**src/rtl/tstate_pkg.sv**
```systemverilog
// Shared constants for the T-state ring: default size, ring ceiling, idle code,
// and a multi-hot test used by the optional illegal-state recovery.
package tstate_pkg;
   localparam int DEF_N_STATES = 6;
   localparam int MAX_STATES   = 16;
   localparam int IDLE_STATE   = 0;

   // True when more than one bit is set; zero and one-hot both return 0.
   function automatic logic multi_hot(input logic [MAX_STATES-1:0] v);
      return (v & (v - MAX_STATES'(1))) != '0;
   endfunction
endpackage

```
**src/rtl/onehot_enc.sv**
```systemverilog
// Combinational one-hot to binary encoder; bit i maps to value i+1, zero maps to zero.
module onehot_enc #(
   parameter int W     = 6,
   parameter int OUT_W = $clog2(W + 1)
) (
   input  logic [W-1:0]     onehot,
   output logic [OUT_W-1:0] bin
);
   genvar gb, gi;
   generate
      for (gb = 0; gb < OUT_W; gb++) begin : g_bit
         logic [W-1:0] sel;
         // Output bit gb is the OR of every input whose code (gi+1) has bit gb set.
         for (gi = 0; gi < W; gi++) begin : g_in
            assign sel[gi] = onehot[gi] & ((((gi + 1) >> gb) % 2) == 1);
         end
         assign bin[gb] = |sel;
      end
   endgenerate
endmodule

```
**src/rtl/tstate_ring.sv**
```systemverilog
// One-hot T-state ring with runtime length, hold and early end, clocked on negedge CLK.
// Optional illegal-state recovery is enabled by defining TSTATE_RING_SELFCHECK_EN.
module tstate_ring
   import tstate_pkg::*;
#(
   parameter  int N_STATES = DEF_N_STATES,
   localparam int IDX_W    = $clog2(N_STATES + 1)
) (
   input  logic                CLK,
   input  logic                nCLR,
   input  logic                HLT,
   input  logic                nEND,
   input  logic [IDX_W-1:0]    LEN,
   output logic [N_STATES-1:0] state,
   output logic [IDX_W-1:0]    tidx,
   output logic                last,
   output logic                ERR
);
   localparam logic [N_STATES-1:0] T1      = N_STATES'(1);
   localparam logic [N_STATES-1:0] IDLE    = N_STATES'(IDLE_STATE);
   localparam logic [IDX_W-1:0]    N_LEN   = IDX_W'(N_STATES);
   localparam logic [IDX_W-1:0]    MIN_LEN = IDX_W'(2);

   logic [N_STATES-1:0] state_reg, state_next;
   logic [IDX_W-1:0]    eff_len;
   logic [N_STATES-1:0] last_mask, low_mask;
   logic                at_or_past_end;
   logic                illegal;

   assign eff_len   = (LEN >= MIN_LEN && LEN <= N_LEN) ? LEN : N_LEN;
   assign last_mask = T1 << (eff_len - IDX_W'(1));
   assign low_mask  = last_mask - T1;
   // Any set bit at or beyond the final position wraps, including after LEN shrinks.
   assign at_or_past_end = |(state_reg & ~low_mask);
   assign illegal        = multi_hot(MAX_STATES'(state_reg));

   always_comb begin
      state_next = state_reg;
`ifdef TSTATE_RING_SELFCHECK_EN
      if (illegal)
         state_next = T1;
      else
`endif
      if (HLT)
         state_next = state_reg;
      else if (illegal)
         state_next = state_reg;
      else if (state_reg == IDLE)
         state_next = T1;
      else if (!nEND)
         state_next = T1;
      else if (at_or_past_end)
         state_next = T1;
      else
         state_next = state_reg << 1;
   end

   always_ff @(negedge CLK or negedge nCLR) begin
      if (!nCLR)
         state_reg <= IDLE;
      else
         state_reg <= state_next;
   end

`ifdef TSTATE_RING_SELFCHECK_EN
   logic err_reg;
   // ERR marks only the cycle right after a recovery, independent of HLT.
   always_ff @(negedge CLK or negedge nCLR) begin
      if (!nCLR)
         err_reg <= 1'b0;
      else
         err_reg <= illegal;
   end
   assign ERR = err_reg;
`else
   assign ERR = 1'b0;
`endif

   onehot_enc #(
      .W     (N_STATES),
      .OUT_W (IDX_W)
   ) u_enc (
      .onehot (state_reg),
      .bin    (tidx)
   );

   assign state = state_reg;
   assign last  = |(state_reg & last_mask);
endmodule

```
**config.mk**
```make
export PLATFORM = sky130hd
export DESIGN_NAME = tstate_ring
export DESIGN_NICKNAME = d
export VERILOG_FILES = /design/src/rtl/tstate_pkg.sv /design/src/rtl/onehot_enc.sv /design/src/rtl/tstate_ring.sv
export SDC_FILE = /design/constraint.sdc
export NUM_CORES = 1
export LEC_CHECK = 0
export ABC_AREA = 1
export BUFFER_PORTS_ARGS = -buffer_cell sky130_fd_sc_hd__buf_2
export CORE_MARGIN = 2
export CORE_UTILIZATION = 48
export CTS_BUF_LIST = sky130_fd_sc_hd__clkbuf_8
export DETAILED_ROUTE_END_ITERATION = 10
export GPL_TIMING_DRIVEN = 0
export HOLD_SLACK_MARGIN = 0.1
export MAX_ROUTING_LAYER = met4
export PLACE_DENSITY = 0.78
export SETUP_SLACK_MARGIN = 0.5
export SLEW_MARGIN = 30
export SYNTH_ARGS = -nofsm -noshare
export SYNTH_HDL_FRONTEND = slang
export SYNTH_SLANG_ARGS = --single-unit
```
**constraint.sdc**
```tcl
create_clock -name CLK -period 1.4 [get_ports CLK]
set_clock_uncertainty 0.05 [all_clocks]
set_input_delay 0.07 -clock CLK [delete_from_list [all_inputs] [get_ports CLK]]
set_output_delay 0.07 -clock CLK [all_outputs]
set_load 0.02 [all_outputs]
```
==> results.toml <==
[outcome]
status = "finished with violations"
violations = "setup timing"

[clocking]
ctsHtreeMaxLevel = 1
clock-root-buffer = "clkbuf_8"
clockBufferDepth = 2
cts_hold_buf = 0
clock_latency_ps = 250
numCtsBuffers = 3
clk_pin_slew_ps = 30
clkSinkCount = 6
cts_tree = "done"

[finish]
final_cells = 158
syn_to_final_growth_pct = 79.7
drive_above_1_share_pct = 48.3
nFillCells = 60
finalNetCount = 157
diodes = 0
area.sequential_sq_um = 150
multi_input_area_sq_um = 548
largest_reg_flops = 6

[setup_path]
crit_type = "in2reg"
critPathLaunchType = "input port"
crit_chain = "buf_8, clkinvlp_4, ha_4, inv_4, nand3_4, nor2_4, nand2_2, ha_4, a21boi_1, o21ai_1, nor2_2, nand3_2, nor2_4, a21boi_1"
path_buf_inv = 3
critPathRequiredTime_ps = 730
crit_path_max_fanout = 3
crit_arrival_ps = 1710
slowest_delay_ps = 210
cp_slowest_cell = "ha_4"
crit_family = "simple AND/OR/NAND/NOR gates"
cp-end-kind = "flop"

[routing]
drtIter0Drc = 57
vias = 931
dr.pass1.iters = 5
avgViaCountPerCell = 5.89
ant_nets = 0
drc_errors = 0
wl_per_cell_microns = 18.2
wl_microns = 2880

[logic_synthesis]
synth-seq-cells = 6
syn_area_sq_um = 646
ys_top_cells_by_area = "dfrtn_1, nand2_1, nand3_1, ha_1, inv_1"
synth_cell_types = 23
synth_top_area_cell = "dfrtn_1"
synthCells = 103
yosysTopAreaCellShare_pct = 23.3
ys_seq_area_share_pct = 23.3
synth_nets = 115
synth_warnings = 0
syn_avg_cell_area_sq_um = 6.27

[placed_design]
dp_hpwl_microns = 1170
io_buffers = 16
dpl.cell_count = 134
pre_cts_ws_ps = -1370
place_congestion = 0.792

[sta]
hold_viol = 0
timing.final.ws_setup_ps = -978
rsz0062_at_grt = "yes"
setup_viol = 16
slew_viol_final = 0

[floorplanning]
die_w_microns = 40.7
die_area_sq_um = 1650
rows = 13
die_h_microns = 40.7
core-area_sq_um = 1280
initial_core_util_pct = 50.2
ios = 18

[hold_path]
hold_path.class = "in2async"

[global_route]
grt_pass1_vias = 830
grt_start_max_net_pins = 9
grtUsageMet1_pct = 42.5
antenna_found_initial = 0
met3_usage_pct = 10.9
met2_usage_pct = 59.5
grt_pass1_wl_microns = 3810
grt_most_used_layer = "met2"
grt_overflow = 0
grt_usage_pct = 37.2

[power]
ir_drop_mv = 1.10
p_per_area_nw_per_um2 = 1320
power_mw = 1.53
p_leak_nw = 0.593

[flow_run]
maxCapViolations = 0
-- cell usage after synthesis --
master     n
nor2_1     7
conb_1     1
o21ai_0    5
nand2_2    1
dfrtn_1    6
inv_2      1
a21oi_1    1
a21boi_0   1
buf_6      1
nand2_1   36
nand3b_1   1
nor2_4     1
nand4_1    1
nor3_1     1
nor2_2     3
buf_4      1
o21ai_1    1
ha_1       5
inv_1     10
nand3_1   15
a21boi_1   1
o211ai_1   1
nand3_2    2
-- layout by cell type, fill, tap and decap left out --
master	instances
nor2_2	2
dfrtn_1	6
o21ai_1	3
ha_4	3
nor3_1	1
o21ai_0	3
nor2_4	5
buf_2	5
inv_2	2
clkinvlp_4	1
buf_4	16
nand2_2	4
clkbuf_8	3
a21boi_1	2
nand3b_1	1
inv_1	6
nor2_1	4
nand3_4	1
nand3_2	6
nand4_1	1
nand2_1	32
ha_1	2
buf_8	1
o211ai_1	1
buf_6	17
nand2_4	1
nand3_1	10
a21oi_1	1
conb_1	1
inv_4	2
-- cell families after synthesis --
family | Yosys count | synth area share, %
AOI/OAI and AO/OA | 10 | 8.91
DFF | 6 | 23.3
adders and majority gates | 5 | 9.69
and+or+nand+nor | 68 | 48.3
buffers and inverters | 13 | 9.30
other | 1 | 0.581
-- power breakdown --
part	internal, mW	switching, mW	total, mW
clock	0.186	0.0907	0.277
combinational	0.469	0.541	1.01
sequential	0.214	0.0326	0.247
total	0.869	0.664	1.53
-- layer usage --
metal  up-vias  wire length [microns]  share of wire, %
li1        411                      -                 -
met1       422                   1100                38
met2        78                   1370                48
met3        20                    259               9.0
met4         0                    146               5.1
met5         -                      0                 0
-- through the flow --
stage                     TNS, ps  cell area [sq um]  hold WS [ps]  utilization [%]
after global placement      -9550                806           436             62.7
after floorplan             -6750                707           316                -
after detailed placement    -9660                806           439             62.7
after CTS                   -8980               1090           180             84.8
after global routing       -10810               1160           185             90.3
final                      -10320               1160           179             90.3
-- final timing paths --
kind	start	endpoint	slack [ps]	cells past startpoint
setup / recovery	LEN[2]	state[0]	-980	14
hold / removal	nCLR	state[0]	180	1
setup reg to reg	state[2]	state[0]	-410	10
hold reg to reg	state[5]	state[5]	540	2
max in group asynchronous	nCLR	state[5]	940	1
min in group CLK	state[5]	state[5]	540	2
-- cell type report --
| cell class | instances | area share (%) |
|---|---|---|
| Multi-Input combinational cell | 84 | 47.2 |
| Timing Repair Buffer | 37 | 28.7 |
| Sequential cell | 6 | 12.9 |
| Inverter | 11 | 4.32 |
| Clock buffer | 3 | 3.56 |
| Buffer | 2 | 1.62 |
| Tap cell | 15 | 1.62 |
-- timing repair --
action	4_1_cts	5_1_grt
pin swaps	7	4
gates cloned	0	0
setup buffers	17	4
setup endpoints to repair	16	16
gates resized for setup	34	9
(Power assumes the default switching activity.)
